===== config.mk =====
export PLATFORM = sky130hd
export DESIGN_NAME = ysyx_23060020_mem_arbiter
export DESIGN_NICKNAME = d
export VERILOG_FILES = /design/src/rtl/ysyx_23060020_mem_arbiter.sv
export SDC_FILE = /design/constraint.sdc
export NUM_CORES = 1
export LEC_CHECK = 0
export BUFFER_PORTS_ARGS = -buffer_cell sky130_fd_sc_hd__buf_2
export CORE_ASPECT_RATIO = 0.75
export CORE_MARGIN = 5
export CORE_UTILIZATION = 44
export DETAILED_ROUTE_END_ITERATION = 7
export HOLD_SLACK_MARGIN = 0.1
export PLACE_DENSITY_LB_ADDON = 0.05
export SYNTH_ARGS = -nofsm -noshare
export SYNTH_HDL_FRONTEND = slang
export SYNTH_SLANG_ARGS = --single-unit

===== constraint.sdc =====
create_clock -name clk -period 1.7 [get_ports clk]
set_input_delay 0.17 -clock clk [delete_from_list [all_inputs] [get_ports clk]]
set_output_delay 0.17 -clock clk [all_outputs]
set_load 0.01 [all_outputs]

===== src/rtl/ysyx_23060020_mem_arbiter.sv =====
// Arbitrates the single combinational pmem port between IFU (read-only) and LSU (read/write).
// One outstanding transaction; programmable access latency; round-robin on simultaneous requests.
module ysyx_23060020_mem_arbiter #(
  parameter int unsigned LAT = 1
) (
  input  logic        clk,
  input  logic        rst,
  input  logic        ifu_req_valid,
  output logic        ifu_req_ready,
  input  logic [31:0] ifu_addr,
  output logic        ifu_resp_valid,
  input  logic        ifu_resp_ready,
  output logic [31:0] ifu_rdata,
  input  logic        lsu_req_valid,
  output logic        lsu_req_ready,
  input  logic [31:0] lsu_addr,
  input  logic        lsu_wen,
  input  logic [31:0] lsu_wdata,
  output logic        lsu_resp_valid,
  input  logic        lsu_resp_ready,
  output logic [31:0] lsu_rdata,
  output logic        mem_ren,
  output logic        mem_wen,
  output logic [31:0] mem_addr,
  output logic [31:0] mem_wdata,
  input  logic [31:0] mem_rdata
);

  typedef enum logic [1:0] {
    IDLE = 2'd0,
    WAIT = 2'd1,
    RESP = 2'd2
  } state_t;

  localparam logic [3:0] LAT_M1 = 4'(LAT - 1);

  state_t      state_r;
  state_t      state_nxt_s;
  logic [3:0]  cnt_r;
  logic [3:0]  cnt_nxt_s;
  logic        owner_lsu_r;
  logic        last_lsu_r;
  logic        wen_r;
  logic [31:0] rdata_r;
  logic [31:0] mem_addr_r;
  logic [31:0] mem_wdata_r;
  logic        grant_ifu_s;
  logic        grant_lsu_s;
  logic        access_s;
  logic        resp_hs_s;

  // Grant selection: on a tie, the side that did not win last time goes first.
  always_comb begin
    grant_ifu_s = 1'b0;
    grant_lsu_s = 1'b0;
    if ((state_r == IDLE) && !rst) begin
      if (ifu_req_valid && lsu_req_valid) begin
        grant_lsu_s = !last_lsu_r;
        grant_ifu_s = last_lsu_r;
      end else begin
        grant_lsu_s = lsu_req_valid;
        grant_ifu_s = ifu_req_valid;
      end
    end else begin
      grant_ifu_s = 1'b0;
      grant_lsu_s = 1'b0;
    end
  end

  // Outputs are decoded from registered state; rst masks them so a reset never strobes memory.
  always_comb begin
    access_s       = (state_r == WAIT) && (cnt_r == 4'd0) && !rst;
    resp_hs_s      = owner_lsu_r ? lsu_resp_ready : ifu_resp_ready;
    ifu_req_ready  = grant_ifu_s;
    lsu_req_ready  = grant_lsu_s;
    mem_ren        = access_s;
    mem_wen        = access_s && wen_r;
    mem_addr       = mem_addr_r;
    mem_wdata      = mem_wdata_r;
    ifu_resp_valid = (state_r == RESP) && !owner_lsu_r && !rst;
    lsu_resp_valid = (state_r == RESP) && owner_lsu_r && !rst;
    ifu_rdata      = ifu_resp_valid ? rdata_r : 32'd0;
    lsu_rdata      = lsu_resp_valid ? rdata_r : 32'd0;
  end

  // Next-state and latency counter.
  always_comb begin
    state_nxt_s = state_r;
    cnt_nxt_s   = cnt_r;
    case (state_r)
      IDLE: begin
        if (grant_ifu_s || grant_lsu_s) begin
          state_nxt_s = WAIT;
          cnt_nxt_s   = LAT_M1;
        end else begin
          state_nxt_s = IDLE;
        end
      end
      WAIT: begin
        if (cnt_r == 4'd0) begin
          state_nxt_s = RESP;
        end else begin
          cnt_nxt_s = cnt_r - 4'd1;
        end
      end
      RESP: begin
        if (resp_hs_s) begin
          state_nxt_s = IDLE;
        end else begin
          state_nxt_s = RESP;
        end
      end
      default: begin
        state_nxt_s = IDLE;
        cnt_nxt_s   = 4'd0;
      end
    endcase
  end

  // State, request latch and read-data capture.
  always_ff @(posedge clk) begin
    if (rst) begin
      state_r     <= IDLE;
      cnt_r       <= 4'd0;
      owner_lsu_r <= 1'b0;
      last_lsu_r  <= 1'b0;
      wen_r       <= 1'b0;
      rdata_r     <= 32'd0;
      mem_addr_r  <= 32'd0;
      mem_wdata_r <= 32'd0;
    end else begin
      state_r <= state_nxt_s;
      cnt_r   <= cnt_nxt_s;
      if (grant_lsu_s) begin
        owner_lsu_r <= 1'b1;
        last_lsu_r  <= 1'b1;
        wen_r       <= lsu_wen;
        mem_addr_r  <= lsu_addr;
        mem_wdata_r <= lsu_wdata;
      end else if (grant_ifu_s) begin
        owner_lsu_r <= 1'b0;
        last_lsu_r  <= 1'b0;
        wen_r       <= 1'b0;
        mem_addr_r  <= ifu_addr;
        mem_wdata_r <= 32'd0;
      end
      // A store's pre-write word is not returned to the LSU.
      if (access_s) begin
        rdata_r <= wen_r ? 32'd0 : mem_rdata;
      end
    end
  end

endmodule


==> insert_results.sql, run 1 <==
INSERT INTO impl_metrics (metric_group, metric, value, unit) VALUES
('pwr', 'p_seq_frac', '0.445', ''),
('timing', 'slew_headroom', '0.529', ''),
('place', 'gp_congestion', '0.858', ''),
('final_layout', 'drive_gt1_frac', '0.394', ''),
('cts', 'cts_made_buffers', '9', ''),
('timing', 'final_hold_vios', '0', ''),
('pwr', 'irDropWorstVdd', '644', 'uV'),
('synthesis', 'syn_nets', '689', ''),
('worst_setup_path', 'timing.critical_path.slowest_stage_cell', 'sky130_fd_sc_hd__dfxtp_4', ''),
('timing', 'skew', '0.0109', 'ns'),
('pwr', 'comb_power_share', '0.227', ''),
('floorplan', 'boundaryPins', '269', ''),
('timing', 'setup-tns-final', '-0.110', 'ns'),
('final_layout', 'finish.net_count', '1017', ''),
('global_route', 'grt_antenna_before_repair', '0', ''),
('worst_hold_path', 'worstHoldPathType', 'in2reg', ''),
('timing', 'final_period_minus_worst_setup_slack', '1.72', 'ns'),
('global_route', 'overflow', '0', ''),
('cts', 'h_tree_level_count', '3', ''),
('worst_setup_path', 'setup.worst_path.class', 'reg2out', ''),
('pwr', 'design_power_total', '6270', 'uW'),
('timing', 'grt_setup_unrepaired', 'true', ''),
('place', 'port_buffers', '268', ''),
('pwr', 'power_per_cell_area', '841', 'nW/um^2'),
('global_route', 'grt_util_all_layers', '0.231', ''),
('worst_setup_path', 'timing.rr.end', 'mem_addr[19]', ''),
('worst_setup_path', 'setup.worst_path.end_class', 'output pin', ''),
('place', 'numPlacedInstances', '921', ''),
('worst_setup_path', 'reg2reg_setup_slack', '0.14', 'ns'),
('synthesis', 'synth_cell_types', '32', ''),
('timing', 'slew_viol_final', '0', ''),
('status', 'failing_checks', 'negative setup slack', ''),
('route', 'totalWireLength', '16200', 'um'),
('final_layout', 'antenna_cells', '0', ''),
('worst_setup_path', 'critPathMostFrequentCell', 'sky130_fd_sc_hd__buf_6', ''),
('worst_setup_path', 'critical_path_depth', '5', ''),
('final_layout', 'finish.cell_count_without_fillers', '1021', ''),
('worst_setup_path', 'critical_path_endpoint', 'ifu_rdata[29]', ''),
('timing', 'finalSetupViolations', '18', ''),
('timing', 'max_slew.worst_pin.slew', '0.707', 'ns'),
('timing', 'setup_ws', '-0.0158', 'ns'),
('floorplan', 'starting_utilization_of_the_core_area', '0.445', ''),
('floorplan', 'placeableCoreArea', '10200', 'sq um'),
('worst_setup_path', 'r2r_start', 'state_r[0]', ''),
('synthesis', 'synth_warnings', '0', ''),
('worst_setup_path', 'critPathTopFamily', 'buffers and inverters', ''),
('route', 'ant_nets', '0', ''),
('route', 'post-route-drc-count', '0', ''),
('global_route', 'grt_pass1_vias', '5012', ''),
('global_route', 'largest_net_degree_at_the_start_of_global_routing', '66', ''),
('worst_setup_path', 'worst-path-buf-inv', '3', ''),
('final_layout', 'syn_to_final_growth', '64.7', '%'),
('synthesis', 'syn_inst', '552', ''),
('run', 'max-cap-violations', '0', ''),
('status', 'run_status', 'finished, violations left', ''),
('route', 'dr_total_vias', '5242', ''),
('synthesis', 'syn-cell-area', '4520', 'sq um'),
('route', 'dr.pass1.iters', '5', ''),
('route', 'routedWlPerCell', '15.9', 'um'),
('worst_setup_path', 'worstPathRequired', '1.53', 'ns'),
('worst_setup_path', 'worst_path_largest_cell_delay', '0.38', 'ns'),
('synthesis', 'yosysSeqAreaShare', '0.460', ''),
('pwr', 'p_int', '4380', 'uW'),
('final_layout', 'num-fill-cells', '755', ''),
('timing', 'holdWs', '0.0957', 'ns'),
('global_route', 'grt_first_pass_wirelength', '24100', 'um'),
('place', 'hpwl', '10100', 'um'),
('place', 'dp_worst_setup_slack', '0.0609', 'ns'),
('floorplan', 'rows', '32', ''),
('pwr', 'total_net_switching_power', '1890', 'uW'),
('worst_setup_path', 'timing.critical_path.arrival', '1.55', 'ns');
power by group through the flow:
stage / logic [uW] / clock network, uW / registers (uW)
floorplan: 672 / 0 / 2870
global placement: 1180 / 0 / 2820
detailed placement: 1210 / 0 / 2830
CTS: 1370 / 2090 / 2790
global route: 1560 / 2200 / 2820
finish: 1430 / 2050 / 2790
cell type report:
class | instances | area (sq um) | share of cell area
clock buffers | 9 | 225 | 0.0302
clock inverters | 7 | 72.6 | 0.00974
well taps | 136 | 170 | 0.0228
repair buffers | 366 | 2570 | 0.345
inverters | 3 | 11.3 | 0.00151
multi-input cells | 396 | 2310 | 0.310
flip-flops and latches | 104 | 2090 | 0.281
sequential cells by signal, indices dropped and copies added (netlist names):
| name | cells |
|---|---|
| mem_addr | 32 |
| mem_wdata | 32 |
| rdata_r | 32 |
| cnt_r | 4 |
| state_r | 2 |
| last_lsu_r | 1 |
| wen_r | 1 |
tightest hold or removal path, stage by stage:
cell and delay [ns]:
sky130_fd_sc_hd__buf_2 0.08, sky130_fd_sc_hd__a22oi_1 0.07, sky130_fd_sc_hd__nor2_1 0.08
placed cells by master (no fill, tap or decap), drive strengths merged, types with 2 or more instances in the layout:
| master | count |
|---|---|
| nand2b | 2 |
| a22oi | 33 |
| nand2 | 68 |
| and2 | 66 |
| a21oi | 71 |
| o21ai | 2 |
| ha | 2 |
| nor2 | 70 |
| buf | 290 |
| nand3 | 2 |
| nand3b | 33 |
| and3 | 2 |
| clkbuf | 11 |
| inv | 8 |
| dfxtp | 104 |
| a211oi | 33 |
| nor3 | 2 |
| dlygate4sd3 | 73 |
metal layers:
| metal | share of wire | global-route usage | up-vias |
|---|---|---|---|
| met3 | 0.090 | 0.0700 | 40 |
| li1 | - | - | 2541 |
| met4 | 0.025 | 0.0709 | 0 |
| met1 | 0.39 | 0.271 | 2400 |
| met5 | 0 | 0 | - |
| met2 | 0.49 | 0.404 | 261 |
worst min-delay path by stage:
stage | from | to | slack, ns | depth (start not counted)
final | lsu_wdata[5] | mem_wdata[5] | 0.1 | 3
after global routing | mem_rdata[21] | rdata_r[21] | 0.1 | 3
after CTS | mem_rdata[28] | rdata_r[28] | 0.10 | 3
after detailed placement | ifu_addr[17] | mem_addr[17] | 0.42 | 3
after global placement | lsu_wdata[2] | mem_wdata[2] | 0.42 | 3
after floorplan | ifu_addr[0] | mem_addr[0] | 0.31 | 2
cells in the mapped netlist:
cell	instances	share of area
sky130_fd_sc_hd__a22oi_1	33	0.055
sky130_fd_sc_hd__nor4_1	1	0.0014
sky130_fd_sc_hd__and3_1	2	0.0028
sky130_fd_sc_hd__nor2_1	70	0.058
sky130_fd_sc_hd__nand2_1	68	0.056
sky130_fd_sc_hd__or3_1	1	0.0014
sky130_fd_sc_hd__or4_1	1	0.0017
sky130_fd_sc_hd__o21ai_0	2	0.0022
sky130_fd_sc_hd__inv_1	2	0.0017
sky130_fd_sc_hd__ha_1	2	0.0055
sky130_fd_sc_hd__clkbuf_1	30	0.025
sky130_fd_sc_hd__and2_1	66	0.091
sky130_fd_sc_hd__a211oi_1	33	0.055
sky130_fd_sc_hd__mux2i_1	1	0.0022
sky130_fd_sc_hd__buf_4	7	0.012
sky130_fd_sc_hd__a21oi_1	71	0.079
sky130_fd_sc_hd__nor3_2	1	0.0022
sky130_fd_sc_hd__nor2b_1	1	0.0014
sky130_fd_sc_hd__and4bb_2	1	0.0028
sky130_fd_sc_hd__nand2b_1	2	0.0028
sky130_fd_sc_hd__nand3_1	2	0.0022
sky130_fd_sc_hd__inv_2	1	0.00083
sky130_fd_sc_hd__nor3_1	1	0.0011
sky130_fd_sc_hd__nand4b_1	1	0.0019
sky130_fd_sc_hd__or2_2	1	0.0014
sky130_fd_sc_hd__buf_1	2	0.0017
sky130_fd_sc_hd__buf_6	1	0.0025
sky130_fd_sc_hd__buf_2	9	0.010
sky130_fd_sc_hd__nand3b_1	33	0.055
sky130_fd_sc_hd__nor4b_2	1	0.0033
sky130_fd_sc_hd__dfxtp_1	104	0.46
sky130_fd_sc_hd__a31oi_1	1	0.0014
metrics by stage:
| stage | instance area (sq um) | util |
|---|---|---|
| after global placement | 6010 | 0.591 |
| final | 7450 | 0.733 |
| after floorplan | 4520 | - |
| after detailed placement | 6010 | 0.591 |
| after global routing | 7450 | 0.733 |
| after CTS | 7090 | 0.697 |
repair_timing:
item | 4_1_cts | 5_1_grt
setup endpoints to repair | 68 | 76
endpoints found under the hold margin | 71 | 2
hold buffers | 71 | 2
setup buffers | 2 | 4
gates cloned | 1 | 4
pin swaps | 0 | 15
resized for setup | 8 | 57
kinds of logic after synthesis:
| kind of cell | synth area share |
|---|---|
| AOI/OAI and AO/OA | 0.192 |
| buffers and inverters | 0.0531 |
| DFF | 0.460 |
| muxes | 0.00221 |
| and+or+nand+nor | 0.287 |
| adders and majority gates | 0.00553 |
Power figures use the tool's default switching activity.
==> inputs of run 2 (changes only) <==
--- a/config.mk
+++ b/config.mk
@@ -12,6 +12,7 @@
 export DETAILED_ROUTE_END_ITERATION = 7
 export HOLD_SLACK_MARGIN = 0.1
 export PLACE_DENSITY_LB_ADDON = 0.05
+export SETUP_SLACK_MARGIN = 0.02
 export SYNTH_ARGS = -nofsm -noshare
 export SYNTH_HDL_FRONTEND = slang
 export SYNTH_SLANG_ARGS = --single-unit
==> run 2 against run 1 <==
  * Fmax is essentially flat
  * Core utilization grew 0.32 points
  * First-iteration DRC count is the same
  * Clock skew is essentially flat
  * Wire length is essentially flat
  * Via count shrank 0.19%
  * Largest cell class unchanged
  * Power grew 0.14%
  * The run still ends with negative setup slack left
==> insert_results.sql, run 2 (same netlist as run 1, synthesis figures left out) <==
INSERT INTO impl_metrics (metric_group, metric, value, unit) VALUES
('floorplan', 'starting_utilization_of_the_core_area', '0.445', ''),
('place', 'numPlacedInstances', '921', ''),
('worst_setup_path', 'worst_path_largest_cell_delay', '0.38', 'ns'),
('timing', 'final_hold_vios', '0', ''),
('final_layout', 'syn_to_final_growth', '65.5', '%'),
('global_route', 'grt_pass1_vias', '5014', ''),
('worst_hold_path', 'worstHoldPathType', 'in2reg', ''),
('pwr', 'total_leakage_power', '0.00353', 'uW'),
('global_route', 'grt_antenna_before_repair', '0', ''),
('cts', 'ctsRootBufferMaster', 'sky130_fd_sc_hd__clkbuf_16', ''),
('worst_setup_path', 'worstPathCellList', 'nor4b_4, buf_6, clkbuf_16, and2_4, buf_6', ''),
('place', 'cell_area_after_placement', '6010', 'sq um'),
('final_layout', 'finish.cell_count_without_fillers', '1021', ''),
('worst_setup_path', 'critPathMostFrequentCell', 'sky130_fd_sc_hd__buf_6', ''),
('place', 'gp_congestion', '0.858', ''),
('route', 'totalWireLength', '16200', 'um'),
('worst_setup_path', 'startpoint_type_of_the_worst_setup_path', 'flip-flop', ''),
('cts', 'clock_tree_from_tritoncts', 'done', ''),
('pwr', 'power_per_cell_area', '839', 'nW/um^2'),
('route', 'dr.pass1.iters', '5', ''),
('final_layout', 'drive_gt1_frac', '0.400', ''),
('place', 'dp_worst_setup_slack', '0.0609', 'ns'),
('timing', 'slew_headroom', '0.517', ''),
('worst_setup_path', 'timing.critical_path.slowest_stage_cell', 'sky130_fd_sc_hd__dfxtp_4', ''),
('timing', 'setup-tns-final', '-0.0935', 'ns'),
('cts', 'cts.reportedPaths.clkPinSlew', '0.08', 'ns'),
('worst_setup_path', 'timing.critical_path.arrival', '1.55', 'ns'),
('status', 'run_status', 'finished, violations left', ''),
('timing', 'slew_viol_final', '0', ''),
('timing', 'achievable-frequency', '583', 'MHz'),
('route', 'initialDrtViolationCount', '333', ''),
('run', 'max-cap-violations', '0', ''),
('route', 'dr_total_vias', '5232', ''),
('route', 'viasPerCell', '5.12', ''),
('final_layout', 'finish.net_count', '1017', ''),
('timing', 'skew', '0.0106', 'ns'),
('final_layout', 'mostFrequentLayoutCells', '242 x sky130_fd_sc_hd__buf_2, 101 x sky130_fd_sc_hd__dfxtp_1, 73 x sky130_fd_sc_hd__dlygate4sd3_1, 71 x sky130_fd_sc_hd__a21oi_1, 69 x sky130_fd_sc_hd__nor2_1', ''),
('cts', 'cts_sinks', '104', ''),
('worst_setup_path', 'setup.worst_path.end_class', 'output pin', ''),
('cts', 'cts.path.max_buffers', '2', ''),
('pwr', 'design_power_total', '6280', 'uW'),
('worst_setup_path', 'worstPathRequired', '1.53', 'ns'),
('timing', 'final_period_minus_worst_setup_slack', '1.72', 'ns'),
('timing', 'grt_setup_unrepaired', 'true', ''),
('cts', 'cts_made_buffers', '9', ''),
('final_layout', 'layout.cells.most_common', 'sky130_fd_sc_hd__buf_2', ''),
('global_route', 'grt_util_all_layers', '0.231', ''),
('floorplan', 'boundaryPins', '269', ''),
('route', 'post-route-drc-count', '0', ''),
('worst_setup_path', 'crit_path_max_fanout', '7', ''),
('place', 'port_buffers', '268', ''),
('timing', 'timing.final.crit_share', '1.01', ''),
('floorplan', 'rows', '32', ''),
('status', 'failing_checks', 'negative setup slack', ''),
('cts', 'clk_latency', '0.34', 'ns'),
('timing', 'finalSetupViolations', '17', ''),
('route', 'routedWlPerCell', '15.9', 'um'),
('global_route', 'grt_first_pass_wirelength', '24100', 'um'),
('floorplan', 'die-height', '97.8', 'um'),
('floorplan', 'placeableCoreArea', '10200', 'sq um'),
('cts', 'h_tree_level_count', '3', ''),
('final_layout', 'finish.instance_area', '7480', 'sq um'),
('floorplan', 'dieWidth', '127', 'um'),
('global_route', 'largest_net_degree_at_the_start_of_global_routing', '66', ''),
('route', 'ant_nets', '0', ''),
('timing', 'setup_ws', '-0.0156', 'ns'),
('place', 'hpwl', '10100', 'um'),
('timing', 'max_slew.worst_pin.slew', '0.725', 'ns'),
('global_route', 'overflow', '0', ''),
('floorplan', 'area_enclosed_by_the_die_boundary', '12400', 'sq um'),
('final_layout', 'antenna_cells', '0', ''),
('worst_setup_path', 'setup.worst_path.class', 'reg2out', ''),
('pwr', 'irDropWorstVdd', '645', 'uV');
==> run 2: changes by cell type in the layout (fill, tap and decap cells not counted) <==
cell,delta
sky130_fd_sc_hd__a211oi_1,-3
sky130_fd_sc_hd__buf_6,+2
sky130_fd_sc_hd__and2_4,+2
sky130_fd_sc_hd__and2_1,-2
sky130_fd_sc_hd__a211oi_2,+3
sky130_fd_sc_hd__buf_2,-2
==> run 2: worst paths after layout <==
kind,from,end,slack [ns],cells past startpoint
min reg2reg,rdata_r[5],rdata_r[5],0.47,2
min,lsu_wdata[5],mem_wdata[5],0.1,3
max,state_r[0],ifu_rdata[29],-0.02,5
max reg2reg,state_r[0],mem_addr[11],0.14,7
==> run 2: cell type report <==
cell class	count	area, sq um
clock buffers	9	225
inverters	3	11.3
fillers	747	2690
well taps	136	170
flip-flops and latches	104	2090
clock inverters	7	72.6
multi-input cells	396	2330
repair buffers	366	2580
==> run 2: worst max-delay path, delay by kind of cell (launching register included) <==
kind | cells | cell delay, ns
buf+inv | 3 | 0.43
flops | 1 | 0.38
simple gates | 2 | 0.40
==> run 2: power breakdown <==
group | internal (uW) | switching (uW) | total [uW]
combinational | 691 | 745 | 1440
clock | 1040 | 1000 | 2050
sequential | 2650 | 144 | 2790
==> run 2: through the flow <==
stage,hold WS [ns],utilization
2_1_floorplan,0.311,-
3_3_place_gp,0.415,0.591
3_5_place_dp,0.423,0.591
4_1_cts,0.100,0.697
5_1_grt,0.100,0.736
6_report,0.0975,0.736
==> run 2: what timing repair did <==
action | 4_1_cts | 5_1_grt
buffers inserted | 2 | 4
endpoints found under the setup margin | 68 | 82
cloned | 1 | 4
pin swaps | 0 | 16
gates resized for setup | 8 | 64
endpoints found under the hold margin | 71 | 2
hold buffers | 71 | 2
==> run 2: per-layer routing <==
layer / vias up / GRT usage / wire length (um)
met5: - / 0 / 0
met4: 0 / 0.0709 / 461
met3: 46 / 0.0700 / 1330
met2: 227 / 0.404 / 8050
met1: 2415 / 0.271 / 6400
li1: 2544 / - / -
==> inputs of run 3 (changes only) <==
--- a/config.mk
+++ b/config.mk
@@ -12,6 +12,7 @@
 export DETAILED_ROUTE_END_ITERATION = 7
 export HOLD_SLACK_MARGIN = 0.1
 export PLACE_DENSITY_LB_ADDON = 0.05
+export REMOVE_ABC_BUFFERS = 1
 export SETUP_SLACK_MARGIN = 0.02
 export SYNTH_ARGS = -nofsm -noshare
 export SYNTH_HDL_FRONTEND = slang
==> run 3 against run 2 <==
  * The run still ends with negative setup slack left
  * Register-to-register slack worse by 0.03 ns
  * Flip-flop and latch count stayed put
  * Sequential power hardly changed
  * Power is 2.6% higher
  * Critical path depth is 1 higher
  * Final area is 1.8% higher
  * Count of clock-buffer cells in the layout stayed put
  * Die area stayed put
  * Worst setup slack worse by 0.081 ns
  * Via count is 1.4% higher
  * Fmax is 4.5% lower
  * Critical path type unchanged
  * Largest cell class unchanged
  * Largest power group unchanged
==> insert_results.sql, run 3 (same netlist as run 1, synthesis figures left out) <==
INSERT INTO impl_metrics (metric_group, metric, value, unit) VALUES
('route', 'dr.pass1.iters', '5', ''),
('floorplan', 'starting_utilization_of_the_core_area', '0.445', ''),
('status', 'failing_checks', 'negative setup slack', ''),
('route', 'dr.max_layer_used', 'met4', ''),
('pwr', 'irDropWorstVdd', '742', 'uV'),
('worst_setup_path', 'timing.critical_path.arrival', '1.63', 'ns'),
('route', 'post-route-drc-count', '0', ''),
('worst_setup_path', 'timing.rr.end', 'mem_addr[27]', ''),
('floorplan', 'area_enclosed_by_the_die_boundary', '12400', 'sq um'),
('place', 'hpwl', '10800', 'um'),
('pwr', 'power_per_cell_area', '846', 'nW/um^2'),
('global_route', 'largest_net_degree_at_the_start_of_global_routing', '49', ''),
('timing', 'achievable-frequency', '557', 'MHz'),
('floorplan', 'dieWidth', '127', 'um'),
('timing', 'slew_viol_final', '0', ''),
('status', 'run_status', 'finished, violations left', ''),
('worst_hold_path', 'worstHoldPathType', 'in2reg', ''),
('timing', 'holdWs', '0.107', 'ns'),
('pwr', 'p_int', '4650', 'uW'),
('floorplan', 'die-height', '97.8', 'um'),
('timing', 'finalSetupViolations', '65', ''),
('floorplan', 'placeableCoreArea', '10200', 'sq um'),
('global_route', 'grt_first_pass_wirelength', '25700', 'um'),
('worst_setup_path', 'setup.worst_path.class', 'reg2out', ''),
('final_layout', 'finish.net_count', '1029', ''),
('cts', 'cts.path.max_buffers', '2', ''),
('global_route', 'grt_antenna_before_repair', '0', ''),
('worst_hold_path', 'hold_start', 'mem_rdata[16]', ''),
('route', 'totalWireLength', '16800', 'um'),
('route', 'dr_total_vias', '5303', ''),
('route', 'viasPerCell', '5.14', ''),
('route', 'met3_wl', '1340', 'um'),
('cts', 'clk_latency', '0.34', 'ns'),
('worst_setup_path', 'startpoint_type_of_the_worst_setup_path', 'flip-flop', ''),
('cts', 'ctsRootBufferMaster', 'sky130_fd_sc_hd__clkbuf_16', ''),
('floorplan', 'boundaryPins', '269', ''),
('timing', 'skew', '0.00634', 'ns'),
('pwr', 'comb_power_share', '0.232', ''),
('place', 'dp_worst_setup_slack', '0.139', 'ns'),
('route', 'initialDrtViolationCount', '342', ''),
('place', 'gp_congestion', '0.850', ''),
('final_layout', 'layout.cells.most_common', 'sky130_fd_sc_hd__buf_2', ''),
('cts', 'cts.reportedPaths.clkPinSlew', '0.07', 'ns'),
('cts', 'cts_sinks', '104', ''),
('pwr', 'total_leakage_power', '0.00359', 'uW'),
('route', 'routedWlPerCell', '16.3', 'um'),
('timing', 'slew_headroom', '0.706', ''),
('timing', 'grt_setup_unrepaired', 'true', ''),
('floorplan', 'rows', '32', ''),
('final_layout', 'utilization', '0.749', ''),
('place', 'port_buffers', '268', ''),
('final_layout', 'mostFrequentLayoutCells', '236 x sky130_fd_sc_hd__buf_2, 101 x sky130_fd_sc_hd__dfxtp_1, 82 x sky130_fd_sc_hd__dlygate4sd3_1, 71 x sky130_fd_sc_hd__a21oi_1, 69 x sky130_fd_sc_hd__nor2_1', ''),
('cts', 'clock_tree_from_tritoncts', 'done', ''),
('final_layout', 'antenna_cells', '0', ''),
('route', 'met1_wire_length', '6820', 'um'),
('final_layout', 'syn_to_final_growth', '68.4', '%'),
('timing', 'max_slew.worst_pin.slew', '0.442', 'ns'),
('global_route', 'grt_pass1_vias', '5169', ''),
('cts', 'h_tree_level_count', '3', ''),
('cts', 'cts_made_buffers', '9', ''),
('worst_setup_path', 'startpoint', 'state_r[1]', ''),
('timing', 'final_hold_vios', '0', ''),
('global_route', 'grt_util_all_layers', '0.249', ''),
('global_route', 'overflow', '0', ''),
('worst_setup_path', 'critical_path_endpoint', 'ifu_rdata[21]', ''),
('route', 'dr_wl_met2', '8260', 'um'),
('timing', 'timing.final.crit_share', '1.06', ''),
('route', 'ant_nets', '0', ''),
('worst_setup_path', 'worstPathRequired', '1.53', 'ns'),
('final_layout', 'drive_gt1_frac', '0.394', ''),
('run', 'max-cap-violations', '0', ''),
('pwr', 'p_seq_frac', '0.433', ''),
('pwr', 'clkPwrFrac', '0.335', ''),
('pwr', 'design_power_total', '6440', 'uW'),
('pwr', 'p_sw_frac', '0.279', ''),
('worst_setup_path', 'reg2reg_setup_slack', '0.11', 'ns'),
('timing', 'setup_ws', '-0.0965', 'ns'),
('worst_setup_path', 'r2r_start', 'state_r[1]', ''),
('timing', 'final_period_minus_worst_setup_slack', '1.80', 'ns'),
('pwr', 'total_net_switching_power', '1790', 'uW'),
('worst_setup_path', 'setup.worst_path.end_class', 'output pin', ''),
('worst_setup_path', 'r2r_cells', '6', ''),
('worst_setup_path', 'crit_path_max_fanout', '8', '');
run 3: stage by stage:
stage / area, sq um / std cells / TNS [ns]
after floorplan: 4290 / 503 / -62.64
after global placement: 6030 / 927 / 0
after detailed placement: 6030 / 927 / 0
after CTS: 7200 / 1023 / -1.65
after global routing: 7620 / 1031 / -7.45
final: 7620 / 1031 / -3.43
run 3: worst min-delay path by stage:
stage	cells past startpoint	to	slack, ns
finish	3	rdata_r[16]	0.11
global route	3	mem_wdata[12]	0.10
CTS	3	mem_wdata[12]	0.10
detailed placement	3	mem_addr[4]	0.42
global placement	3	mem_addr[8]	0.42
floorplan	1	cnt_r[1]	0.24
run 3: area by class of cell:
cell class / count / area, sq um
timing repair buffer: 378 / 2730
fill: 747 / 2550
clock buffer: 9 / 225
multi-input combinational: 396 / 2310
tap: 136 / 170
sequential: 104 / 2090
inverter: 3 / 13.8
clock inverter: 5 / 83.8
run 3: power groups by stage:
stage | combinational, uW | clock [uW] | sequential [uW]
after global routing | 1640 | 2300 | 2810
final | 1500 | 2160 | 2790
after floorplan | 569 | 0 | 2870
after global placement | 1200 | 0 | 2820
after CTS | 1420 | 2210 | 2770
after detailed placement | 1240 | 0 | 2830
run 3: what timing repair did:
action	CTS	global route
setup buffers	0	3
endpoints found under the setup margin	67	76
resized for setup	6	70
hold buffers	81	1
pin swaps	0	20
gates cloned	1	4
hold endpoints to repair	81	1
run 3: critical path, cell delays in order, from the launching register on:
cell,delay (ns)
sky130_fd_sc_hd__dfxtp_2,0.36
sky130_fd_sc_hd__buf_6,0.12
sky130_fd_sc_hd__nor4b_4,0.19
sky130_fd_sc_hd__buf_6,0.19
sky130_fd_sc_hd__clkbuf_16,0.17
sky130_fd_sc_hd__and2_4,0.15
sky130_fd_sc_hd__buf_6,0.09
run 3: per-layer routing:
layer  up-vias  track usage
met3        41       0.0683
met4         0       0.0742
li1       2552            -
met1      2459        0.306
met5         -            0
met2       251        0.427
